==> src/rtl/stopwatch_timebase_pkg.sv <==
// Shared definitions for the stopwatch timebase: state encoding and count geometry.
package stopwatch_timebase_pkg;

  typedef enum logic [1:0] {
    ST_IDLE  = 2'd0,
    ST_RUN   = 2'd1,
    ST_PAUSE = 2'd2,
    ST_DONE  = 2'd3
  } sw_state_e;

  localparam int unsigned SEC_MAX = 59;
  localparam int unsigned COUNT_W = 7;

endpackage

==> src/rtl/stopwatch_timebase_tick_prescaler.sv <==
// Divides the system clock down to a one-cycle tick every TICK_DIV enabled cycles.
module tick_prescaler #(
  parameter int unsigned TICK_DIV = 100_000_000
) (
  input  logic clock,
  input  logic reset,
  input  logic enable,
  input  logic clear,
  output logic tick
);

  localparam int unsigned CW = (TICK_DIV > 1) ? $clog2(TICK_DIV) : 1;

  logic [CW-1:0] cnt;

  assign tick = enable && (cnt == CW'(TICK_DIV - 1));

  // Holding while disabled keeps the sub-second fraction across a pause.
  always_ff @(posedge clock or posedge reset) begin
    if (reset) begin
      cnt <= '0;
    end else if (clear) begin
      cnt <= '0;
    end else if (enable) begin
      cnt <= tick ? '0 : cnt + CW'(1);
    end
  end

endmodule

==> src/rtl/stopwatch_timebase.sv <==
// Stopwatch timekeeping core: run/pause/done control, binary MM:SS counter and lap hold.
module stopwatch_timebase
  import stopwatch_timebase_pkg::*;
#(
  parameter int unsigned TICK_DIV    = 100_000_000,
  parameter int unsigned MAX_MINUTES = 99
) (
  input  logic               clock,
  input  logic               reset,
  input  logic               start_stop,
  input  logic               clear,
  input  logic               lap,
  output logic [COUNT_W-1:0] minutes,
  output logic [COUNT_W-1:0] seconds,
  output logic               running,
  output logic               lap_active,
  output logic               overflow
);

  sw_state_e          state, state_nx;
  logic [COUNT_W-1:0] sec_q, min_q, sec_nx, min_nx;
  logic [COUNT_W-1:0] min_out_nx, sec_out_nx;
  logic               lap_nx, ovf_nx;
  logic               tick, at_max, presc_en, presc_clr;

  assign presc_en  = (state == ST_RUN);
  assign presc_clr = clear || (state == ST_IDLE) || (state == ST_DONE);
  assign at_max    = (sec_q == COUNT_W'(SEC_MAX)) && (min_q == COUNT_W'(MAX_MINUTES));

  tick_prescaler #(
    .TICK_DIV(TICK_DIV)
  ) u_prescaler (
    .clock (clock),
    .reset (reset),
    .enable(presc_en),
    .clear (presc_clr),
    .tick  (tick)
  );

  always_comb begin
    state_nx   = state;
    sec_nx     = sec_q;
    min_nx     = min_q;
    lap_nx     = lap_active;
    ovf_nx     = overflow;
    min_out_nx = minutes;
    sec_out_nx = seconds;

    if (clear) begin
      state_nx = ST_IDLE;
      sec_nx   = '0;
      min_nx   = '0;
      lap_nx   = 1'b0;
      ovf_nx   = 1'b0;
    end else begin
      if (tick) begin
        if (at_max) begin
          ovf_nx   = 1'b1;
          state_nx = ST_DONE;
        end else if (sec_q == COUNT_W'(SEC_MAX)) begin
          sec_nx = '0;
          min_nx = min_q + COUNT_W'(1);
        end else begin
          sec_nx = sec_q + COUNT_W'(1);
        end
      end

      // A saturating tick wins over a coincident start_stop: the count is finished.
      if (start_stop) begin
        unique case (state)
          ST_IDLE:  state_nx = ST_RUN;
          ST_RUN:   if (!(tick && at_max)) state_nx = ST_PAUSE;
          ST_PAUSE: state_nx = ST_RUN;
          default:  ;
        endcase
      end else if (lap) begin
        if (lap_active) begin
          lap_nx = 1'b0;
        end else if (state == ST_RUN) begin
          lap_nx = 1'b1;
        end
      end
    end

    // Freezing just holds the output registers, which already show the pre-edge count.
    if (!lap_nx) begin
      min_out_nx = min_nx;
      sec_out_nx = sec_nx;
    end
  end

  always_ff @(posedge clock or posedge reset) begin
    if (reset) begin
      state      <= ST_IDLE;
      sec_q      <= '0;
      min_q      <= '0;
      minutes    <= '0;
      seconds    <= '0;
      running    <= 1'b0;
      lap_active <= 1'b0;
      overflow   <= 1'b0;
    end else begin
      state      <= state_nx;
      sec_q      <= sec_nx;
      min_q      <= min_nx;
      minutes    <= min_out_nx;
      seconds    <= sec_out_nx;
      running    <= (state_nx == ST_RUN);
      lap_active <= lap_nx;
      overflow   <= ovf_nx;
    end
  end

endmodule

==> config.mk <==
export PLATFORM = sky130hd
export DESIGN_NAME = stopwatch_timebase
export DESIGN_NICKNAME = d
export VERILOG_FILES = /design/src/rtl/stopwatch_timebase_pkg.sv /design/src/rtl/stopwatch_timebase_tick_prescaler.sv /design/src/rtl/stopwatch_timebase.sv
export SDC_FILE = /design/constraint.sdc
export NUM_CORES = 1
export LEC_CHECK = 0
export CAP_MARGIN = 5
export CORE_UTILIZATION = 40
export CTS_CLUSTER_SIZE = 24
export DETAILED_ROUTE_END_ITERATION = 8
export PLACE_DENSITY = 0.6
export SLEW_MARGIN = 40
export SYNTH_ARGS = -nofsm -noshare
export SYNTH_HDL_FRONTEND = slang
export SYNTH_SLANG_ARGS = --single-unit
export TNS_END_PERCENT = 50
==> constraint.sdc <==
create_clock -name clock -period 3.2 [get_ports clock]
set_clock_uncertainty 0.05 [all_clocks]
set_input_delay 0.64 -clock clock [delete_from_list [all_inputs] [get_ports clock]]
set_output_delay 0.64 -clock clock [all_outputs]
set_load 0.03 [all_outputs]
=== Yosys cells after proc, flatten, opt, wreduce, memory -nomap -nowiden ===
Cells that the tools add are included.

* Reduce and logical (&&, ||, !) cells: 11
* $add $sub $neg: 3
* Multiplexer cells: 25
* Equality and inequality tests: 7

{| class="wikitable"
|+ Operator list
! operator !! number
|-
| 27-bit 2-to-1 mux || 3
|-
| 7-bit 2-to-1 mux || 8
|-
| 27-bit by 1-bit adder with 27-bit output, second input constant || 1
|-
| 27-bit equality test, second input constant || 1
|-
| 7-bit by 1-bit adder with 7-bit output, second input constant || 2
|-
| 2-bit 2-to-1 mux || 5
|-
| 1-bit 2-to-1 mux || 8
|-
| 7-bit by 6-bit equality test with 1-bit output, second input constant || 1
|-
| 7-bit equality test, second input constant || 1
|-
| 2-bit nonzero test || 3
|-
| 2-bit by 1-bit equality test with 1-bit output, second input constant || 2
|-
| 2-bit equality test, second input constant || 2
|-
| 2-bit one-hot mux with 2 select lines || 1
|-
| 1-bit logical AND || 3
|-
| 2-bit zero test || 1
|-
| 1-bit logical OR || 2
|-
| 2-bit AND reduction || 1
|-
| 2-bit OR reduction || 1
|}

* Flip-flop bits (word level): 60
* Output and inout bits: 17
* Bits of input ports: 5
* Word-level logic and storage cells: 55

=== Depth between registers and ports, before layout ===
Gate-level depths: netlist of the first run.

* Depth in word-level cells: 9
* Mapped depth: 8
* Mapped depth without buffers: 6

=== Hierarchy ===
Synthesis of the first run repeated with hierarchy kept, for this count alone.

* Cell total of the unflattened synthesis: 326
* Area total of the unflattened synthesis: 3244.4 sq um

{| class="wikitable"
|+ By module, submodules not included
! module !! instances !! seq. area each (sq um) !! area each (sq um) !! cells an instance
|-
| stopwatch_timebase || 1 || 825.8 || 1637.8 || 162
|-
| tick_prescaler || 1 || 675.6 || 1606.5 || 164
|}

=== Least setup slack after synthesis of the first run ===
OpenSTA, ideal clock, no wires.

* Kind: reg-to-reg
* Start: register u_prescaler.cnt[0]
* End: register minutes[3]
* Period minus slack after synthesis: 2.462 ns
* Setup time: 0.099 ns
* Path slack: 0.738 ns
* Data required time: 3.051 ns
* Path buffers: 0
* Stages on the path, launching flop included: 7
* Arrival: 2.312 ns
* Cell sequence: dfrtp_1 ha_1 nand3_1 or4_4 or4b_4 or3_1 a311oi_1

* Cells in the longest elaborated chain, start to end: 4

{| class="wikitable"
|+ Ends and longest elaborated chain
! what !! RTL line !! source
|-
| start, declared || stopwatch_timebase_tick_prescaler.sv:14 || <nowiki>logic [CW-1:0] cnt;</nowiki>
|-
| start signal, assigned || stopwatch_timebase_tick_prescaler.sv:25 || <nowiki>cnt <= tick ? '0 : cnt + CW'(1);</nowiki>
|-
| 27-bit equality test || stopwatch_timebase_tick_prescaler.sv:16 || <nowiki>assign tick = enable && (cnt == CW'(TICK_DIV - 1));</nowiki>
|-
| 1-bit logical AND || stopwatch_timebase_tick_prescaler.sv:16 ||
|-
| 7-bit 2-to-1 mux || stopwatch_timebase.sv:56 || <nowiki>if (tick) begin</nowiki>
|-
| 7-bit 2-to-1 mux || stopwatch_timebase.sv:49 || <nowiki>if (clear) begin</nowiki>
|-
| end signal, assigned || stopwatch_timebase.sv:106 || <nowiki>minutes <= min_out_nx;</nowiki>
|-
| end, declared || stopwatch_timebase.sv:13 || <nowiki>output logic [COUNT_W-1:0] minutes,</nowiki>
|}

Every way passes these cells.
A chain may end at the register's enable or synchronous reset.

=== Worst setup path in the final report of the first run ===
* Start: register u_prescaler.cnt[0]
* End: register seconds[3]

* Cells in the longest elaborated chain, start to end: 4

{| class="wikitable"
|+ Ends and longest elaborated chain
! what !! RTL line !! source
|-
| 27-bit equality test || stopwatch_timebase_tick_prescaler.sv:16 ||
|-
| 1-bit logical AND || stopwatch_timebase_tick_prescaler.sv:16 ||
|-
| 7-bit 2-to-1 mux || stopwatch_timebase.sv:56 ||
|-
| 7-bit 2-to-1 mux || stopwatch_timebase.sv:49 ||
|-
| end signal, assigned || stopwatch_timebase.sv:107 || <nowiki>seconds <= sec_out_nx;</nowiki>
|-
| end, declared || stopwatch_timebase.sv:14 || <nowiki>output logic [COUNT_W-1:0] seconds,</nowiki>
|}

Every way passes these cells.

==> impl_metrics.env, run 1 <==
export IMPL_antenna_found_initial=0
export IMPL_drv_cap=0
export IMPL_wl_met3_um=253
export IMPL_cts_tree="yes"
export IMPL_met2_length_um=3330
export IMPL_ir_drop_uv=222
export IMPL_overflow=0
export IMPL_clkSlewWorstSetupHoldPaths_ns=0.07
export IMPL_yosys_area_top_type="dfrtp_1"
export IMPL_clk_latency_ns=0.34
export IMPL_drive_gt1_frac=0.0857
export IMPL_num_rows=31
export IMPL_reg2reg_depth=6
export IMPL_swShare=0.234
export IMPL_p_leak_uw=0.00147
export IMPL_path_cells="ha_1 > nand3_1 > or4_4 > or3_1 > or3_1 > a311oi_1"
export IMPL_yosys_area_top_type_share=0.485
export IMPL_totalWireLength_um=6890
export IMPL_pwr_share_clk=0.462
export IMPL_cts_resized=0
export IMPL_dieArea_um2=8090
export IMPL_drc=0
export IMPL_ys_flop_type="dfrtp_1"
export IMPL_post_cts_buffers=0
export IMPL_maxSlewHeadroom=0.503
export IMPL_hold_path_class="reg2reg"
export IMPL_ant_nets=0
export IMPL_pin_count=22
export IMPL_grt_pass1_vias=2517
export IMPL_synth_area_leaders="dfrtp_1 49%, nor2_1 6.9%, xnor2_1 3.7%, xor2_1 3.4%, nor4_1 3.0%"
export IMPL_worstPathMaxFanout=16
export IMPL_crit_required_ns=3.40
export IMPL_path_class="reg2reg"
export IMPL_crit_slowest_cell="or3_1"
export IMPL_setup_viol=0
export IMPL_met1Wirelength_um=3200
export IMPL_antennaDiodeCount=0
export IMPL_crit_family="simple AND/OR/NAND/NOR gates"
export IMPL_syn_inst=322
export IMPL_internal_power_uw=1260
export IMPL_fin_crit_ns=2.85
export IMPL_slew_violations=0
export IMPL_wl_per_cell_um=15.3
export IMPL_grt_use_total=0.186
export IMPL_h_tree_depth=3
export IMPL_ys_types=46
export IMPL_holdPathStages=2
export IMPL_async_flop_share=1.00
export IMPL_gp_congestion=0.812
export IMPL_finalPower_uw=1640
export IMPL_syn_to_final_growth_pct=17.6
export IMPL_setup_tns_ns=0
export IMPL_syn_nets=330
export IMPL_synth_warnings=0
export IMPL_critical_path_arrival_ns=3.05
export IMPL_synth_edf_count=0
export IMPL_clock_fmax_ghz=0.351
export IMPL_die_h_um=90.0
export IMPL_rsz0062_at_grt="no"
export IMPL_portBuffers=21
export IMPL_status="finished, final reports clean"
export IMPL_synth_area_per_cell_um2=9.61
export IMPL_nNetsFinal=353
export IMPL_cts_hold_buffers_added=0
export IMPL_hold_viol=0
export IMPL_dp_hpwl_um=4690
export IMPL_fin_crit_sh=0.890
export IMPL_start_kind="flip-flop"
export IMPL_synth_seq_cells=60
export IMPL_grt_pass1_wl_um=12100
export IMPL_synthesis_area_um2=3100
export IMPL_pwr_share_comb=0.066
export IMPL_critPathBufInv=0
export IMPL_grt_max_degree=30
export IMPL_max_stage_delay_ns=0.63
export IMPL_end_kind="flip-flop"
export IMPL_synth_yosys_seq_area_share=0.485
export IMPL_via_per_inst=5.55
export IMPL_crit_top_cell="or3_1"
export IMPL_hold_slack_ns=0.469
export IMPL_cts_sinks=60
export IMPL_num_vias=2493
export IMPL_seq_power_share=0.472
export IMPL_switching_power_uw=384
export IMPL_worst_pin_slew_ns=0.742
export IMPL_cts_buffers=9
export IMPL_highest_layer="met4"
export IMPL_power_density_nw_per_um2=452
export IMPL_drt_pass1_iterations=6
export IMPL_die_width_um=90.0
export IMPL_root_buffer="clkbuf_8"
export IMPL_crit_cells=6
export IMPL_core_area_um2=7370
export IMPL_clk_path_buf_depth=2
export IMPL_start_util=0.420
export IMPL_drt_iter0_markers=116
-- power by group through the flow --
stage          registers [uW]  logic (uW)  clock network [uW]
2_1_floorplan             804        54.0                   0
3_3_place_gp              790         109                   0
3_5_place_dp              790         111                   0
4_1_cts                   776         111                 775
5_1_grt                   777         120                 813
6_report                  776         109                 759
-- metrics by stage --
stage,util,cells,setup slack [ns],cell area (um2)
6_report,0.494,449,0.351,3640
5_1_grt,0.494,449,0.163,3640
4_1_cts,0.494,449,0.361,3640
3_5_place_dp,0.465,433,0.382,3420
3_3_place_gp,0.465,433,0.465,3420
2_1_floorplan,-,322,0.738,3100
-- metal layers --
layer	up-vias	track usage
met5	-	0
met4	0	0.0632
met3	11	0.0525
met2	38	0.317
met1	1210	0.225
li1	1234	-
-- final timing paths --
path,to,start,slack (ns)
max,seconds[3],u_prescaler.cnt[0],0.35
min,overflow,overflow,0.47
max reg2reg,seconds[3],u_prescaler.cnt[0],0.35
min reg2reg,overflow,overflow,0.47
max in group asynchronous,min_q[6],reset,1.85
min in group asynchronous,u_prescaler.cnt[25],reset,0.57
-- Yosys cell counts (2+ instances only) --
| cell | count |
|---|---|
| a211oi_1 | 11 |
| a21oi_1 | 9 |
| a311oi_1 | 5 |
| a31oi_1 | 7 |
| a32o_1 | 2 |
| and3_1 | 4 |
| and4_1 | 5 |
| clkbuf_1 | 15 |
| dfrtp_1 | 60 |
| ha_1 | 3 |
| inv_1 | 7 |
| mux2i_1 | 4 |
| nand2_1 | 13 |
| nand2b_1 | 4 |
| nand3_1 | 14 |
| nand3b_1 | 2 |
| nand4_1 | 13 |
| nor2_1 | 57 |
| nor2b_1 | 5 |
| nor3_1 | 6 |
| nor3b_1 | 2 |
| nor4_1 | 15 |
| nor4bb_1 | 3 |
| o21ai_0 | 4 |
| o21ai_1 | 3 |
| or3_1 | 4 |
| or4_1 | 3 |
| xnor2_1 | 13 |
| xor2_1 | 12 |
-- flip-flops by register name (all words and copies together) (netlist names) --
signal / flops
u_prescaler.cnt: 27
min_q: 7
minutes: 7
sec_q: 7
seconds: 7
state: 2
lap_active: 1
overflow: 1
running: 1
-- worst min-delay path, cell delays in order (launching register included) --
cell	delay [ns]
dfrtp_1	0.38
inv_1	0.05
a21oi_1	0.05
-- cell type report --
type,count,area [um2]
multi-input cells,239,1510
repair buffers,28,263
flip-flops and latches,60,1500
inverters,7,26.3
fillers,719,3730
clock inverters,5,75.1
clock buffers,11,141
well taps,99,124
-- cells in the final DEF (no fill, tap or decap), types with 7 or more instances in the layout --
master,n
xnor2_1,13
nand3_1,14
xor2_1,12
a21oi_1,8
dfrtp_1,60
buf_4,7
nor4_1,15
clkdlybuf4s50_1,21
a211oi_1,11
nor2_1,57
a31oi_1,7
nand4_1,13
clkbuf_8,10
nand2_1,13
-- kinds of logic (layout without fill, tap and decap cells) --
| family | count (synthesis) | in the layout | share of synthesized area |
|---|---|---|---|
| AO/OA/AOI/OAI | 48 | 48 | 0.109 |
| XOR/XNOR | 25 | 25 | 0.0707 |
| adder cells (fa/ha/maj) | 3 | 3 | 0.0121 |
| buffers and inverters | 23 | 51 | 0.0283 |
| flip-flops | 60 | 60 | 0.485 |
| multiplexers | 4 | 4 | 0.0129 |
| AND/OR/NAND/NOR | 159 | 159 | 0.282 |
No activity file was read; power rests on OpenSTA's default activity.
==> run 2: changes to the inputs <==
HOLD_SLACK_MARGIN = 0.02   (was default)
PLACE_DENSITY = default   (was 0.6)
PLACE_DENSITY_LB_ADDON = 0.15   (was default)
==> run 2 against run 1 <==
Against the previous run:
- via count decreased by 2.4%
- critical path type unchanged
- routed wire length decreased by 2.8%
- die area unchanged
- critical path depth unchanged
- maximum frequency increased by 0.85%
- core utilization decreased by 0.085 points
- count of clock-buffer cells in the layout decreased by 1
- power decreased by 2.1%
- global-route usage decreased by 0.23 points
- critical endpoint is now seconds[4]
- sequential power about the same
- hold slack got worse by 0.025 ns
- clock power decreased by 4.6%
==> impl_metrics.env, run 2 (same netlist as run 1, synthesis figures left out) <==
export IMPL_overflow=0
export IMPL_grt_pass1_vias=2444
export IMPL_clkSlewWorstSetupHoldPaths_ns=0.06
export IMPL_path_cells="ha_1 > nand3_1 > or4_4 > or3_1 > or3_1 > a311oi_1"
export IMPL_drc=0
export IMPL_p_leak_uw=0.00146
export IMPL_fin_ws_ns=0.375
export IMPL_worst_pin_slew_ns=0.700
export IMPL_largest_reg_flops=27
export IMPL_final_common_cell="dfrtp_1"
export IMPL_grt_max_degree=61
export IMPL_pre_cts_ws_ns=0.414
export IMPL_hold_viol=0
export IMPL_finalPower_uw=1610
export IMPL_cts_buffers=9
export IMPL_root_buffer="clkbuf_8"
export IMPL_syn_to_final_growth_pct=17.4
export IMPL_antennaDiodeCount=0
export IMPL_num_rows=31
export IMPL_rsz0062_at_grt="no"
export IMPL_status="finished, final reports clean"
export IMPL_max_stage_delay_ns=0.61
export IMPL_start_util=0.420
export IMPL_post_cts_buffers=0
export IMPL_setup_viol=0
export IMPL_drt_pass1_iterations=4
export IMPL_cts_hold_buffers_added=0
export IMPL_setup_tns_ns=0
export IMPL_critPathBufInv=0
export IMPL_wl_per_cell_um=15.0
export IMPL_antenna_found_initial=0
export IMPL_crit_top_cell="or3_1"
export IMPL_path_class="reg2reg"
export IMPL_dp_hpwl_um=4550
export IMPL_ant_nets=0
export IMPL_pin_count=22
export IMPL_cts_resized=0
export IMPL_crit_slowest_cell="or3_1"
export IMPL_drt_iter0_markers=101
export IMPL_nNetsFinal=352
export IMPL_core_area_um2=7370
export IMPL_h_tree_depth=3
export IMPL_clk_latency_ns=0.34
export IMPL_crit_family="simple AND/OR/NAND/NOR gates"
export IMPL_num_vias=2433
export IMPL_gp_congestion=0.799
export IMPL_die_width_um=90.0
export IMPL_totalWireLength_um=6700
export IMPL_cts_tree="yes"
export IMPL_die_h_um=90.0
export IMPL_fin_util=0.493
export IMPL_drv_cap=0
export IMPL_grt_pass1_wl_um=11800
export IMPL_slew_violations=0
export IMPL_num_fill_cells=725
export IMPL_power_density_nw_per_um2=443
export IMPL_end_kind="flip-flop"
export IMPL_grt_use_total=0.183
export IMPL_via_per_inst=5.44
export IMPL_maxSlewHeadroom=0.530
export IMPL_cts_sinks=60
export IMPL_clk_path_buf_depth=2
export IMPL_clock_fmax_ghz=0.354
export IMPL_portBuffers=21
export IMPL_fin_crit_ns=2.83
export IMPL_dieArea_um2=8090
export IMPL_hold_path_class="reg2reg"
export IMPL_start_kind="flip-flop"
export IMPL_critical_path_arrival_ns=3.01
export IMPL_drive_gt1_frac=0.0805
export IMPL_crit_required_ns=3.38
export IMPL_ir_drop_uv=233
export IMPL_top_register="u_prescaler.cnt"
export IMPL_fin_crit_sh=0.883
export IMPL_worstPathMaxFanout=16
export IMPL_final_cell_mix="60 x dfrtp_1, 57 x nor2_1, 21 x clkdlybuf4s50_1"
run 2: changes by cell type in the layout (fill, tap and decap cells not counted), sizes merged:
| cell | before | now |
|---|---|---|
| buf | 7 | 6 |
| clkbuf | 11 | 10 |
| clkinv | 3 | 2 |
| clkinvlp | 0 | 1 |
run 2: power by group:
part	leakage (uW)	internal, uW	switching [uW]
clock network	0.000102	431	293
registers	0.000833	768	7.57
logic	0.000525	36.5	72.7
run 2: final timing paths:
kind                                  endpoint  slack, ns                 from  cells past startpoint
setup / recovery                    seconds[4]       0.37   u_prescaler.cnt[0]                      6
hold / removal             u_prescaler.cnt[26]       0.44  u_prescaler.cnt[26]                      1
setup reg to reg                    seconds[4]       0.37   u_prescaler.cnt[0]                      6
hold reg to reg            u_prescaler.cnt[26]       0.44  u_prescaler.cnt[26]                      1
max in group asynchronous  u_prescaler.cnt[23]       2.18                reset                      3
min in group asynchronous   u_prescaler.cnt[8]       0.62                reset                      3
run 2: layer usage:
layer	global-route usage	vias up	part of all wire
met5	0	-	0
met4	0.0578	0	0.010
met3	0.0618	6	0.035
met2	0.300	33	0.47
met1	0.229	1174	0.48
li1	-	1220	-
run 2: through the flow:
stage,hold slack [ns],cells,cell area (um2)
6_report,0.443,447,3630
5_1_grt,0.479,447,3630
4_1_cts,0.446,447,3630
3_5_place_dp,0.436,432,3430
3_3_place_gp,0.427,432,3430
2_1_floorplan,0.405,322,3100
run 2: worst reg2reg max path, cell delays in order, from the launching register on:
cell	delay, ns
dfrtp_1	0.40
ha_1	0.18
nand3_1	0.19
or4_4	0.55
or3_1	0.61
or3_1	0.45
a311oi_1	0.28
run 2: cell type report:
cell class,instances,area [um2],share of cell area
Clock buffer,10,128,0.0351
Clock inverter,5,77.6,0.0213
Inverter,7,26.3,0.00723
Multi-Input combinational cell,239,1510,0.415
Sequential cell,60,1500,0.413
Tap cell,99,124,0.0341
Timing Repair Buffer,27,268,0.0737
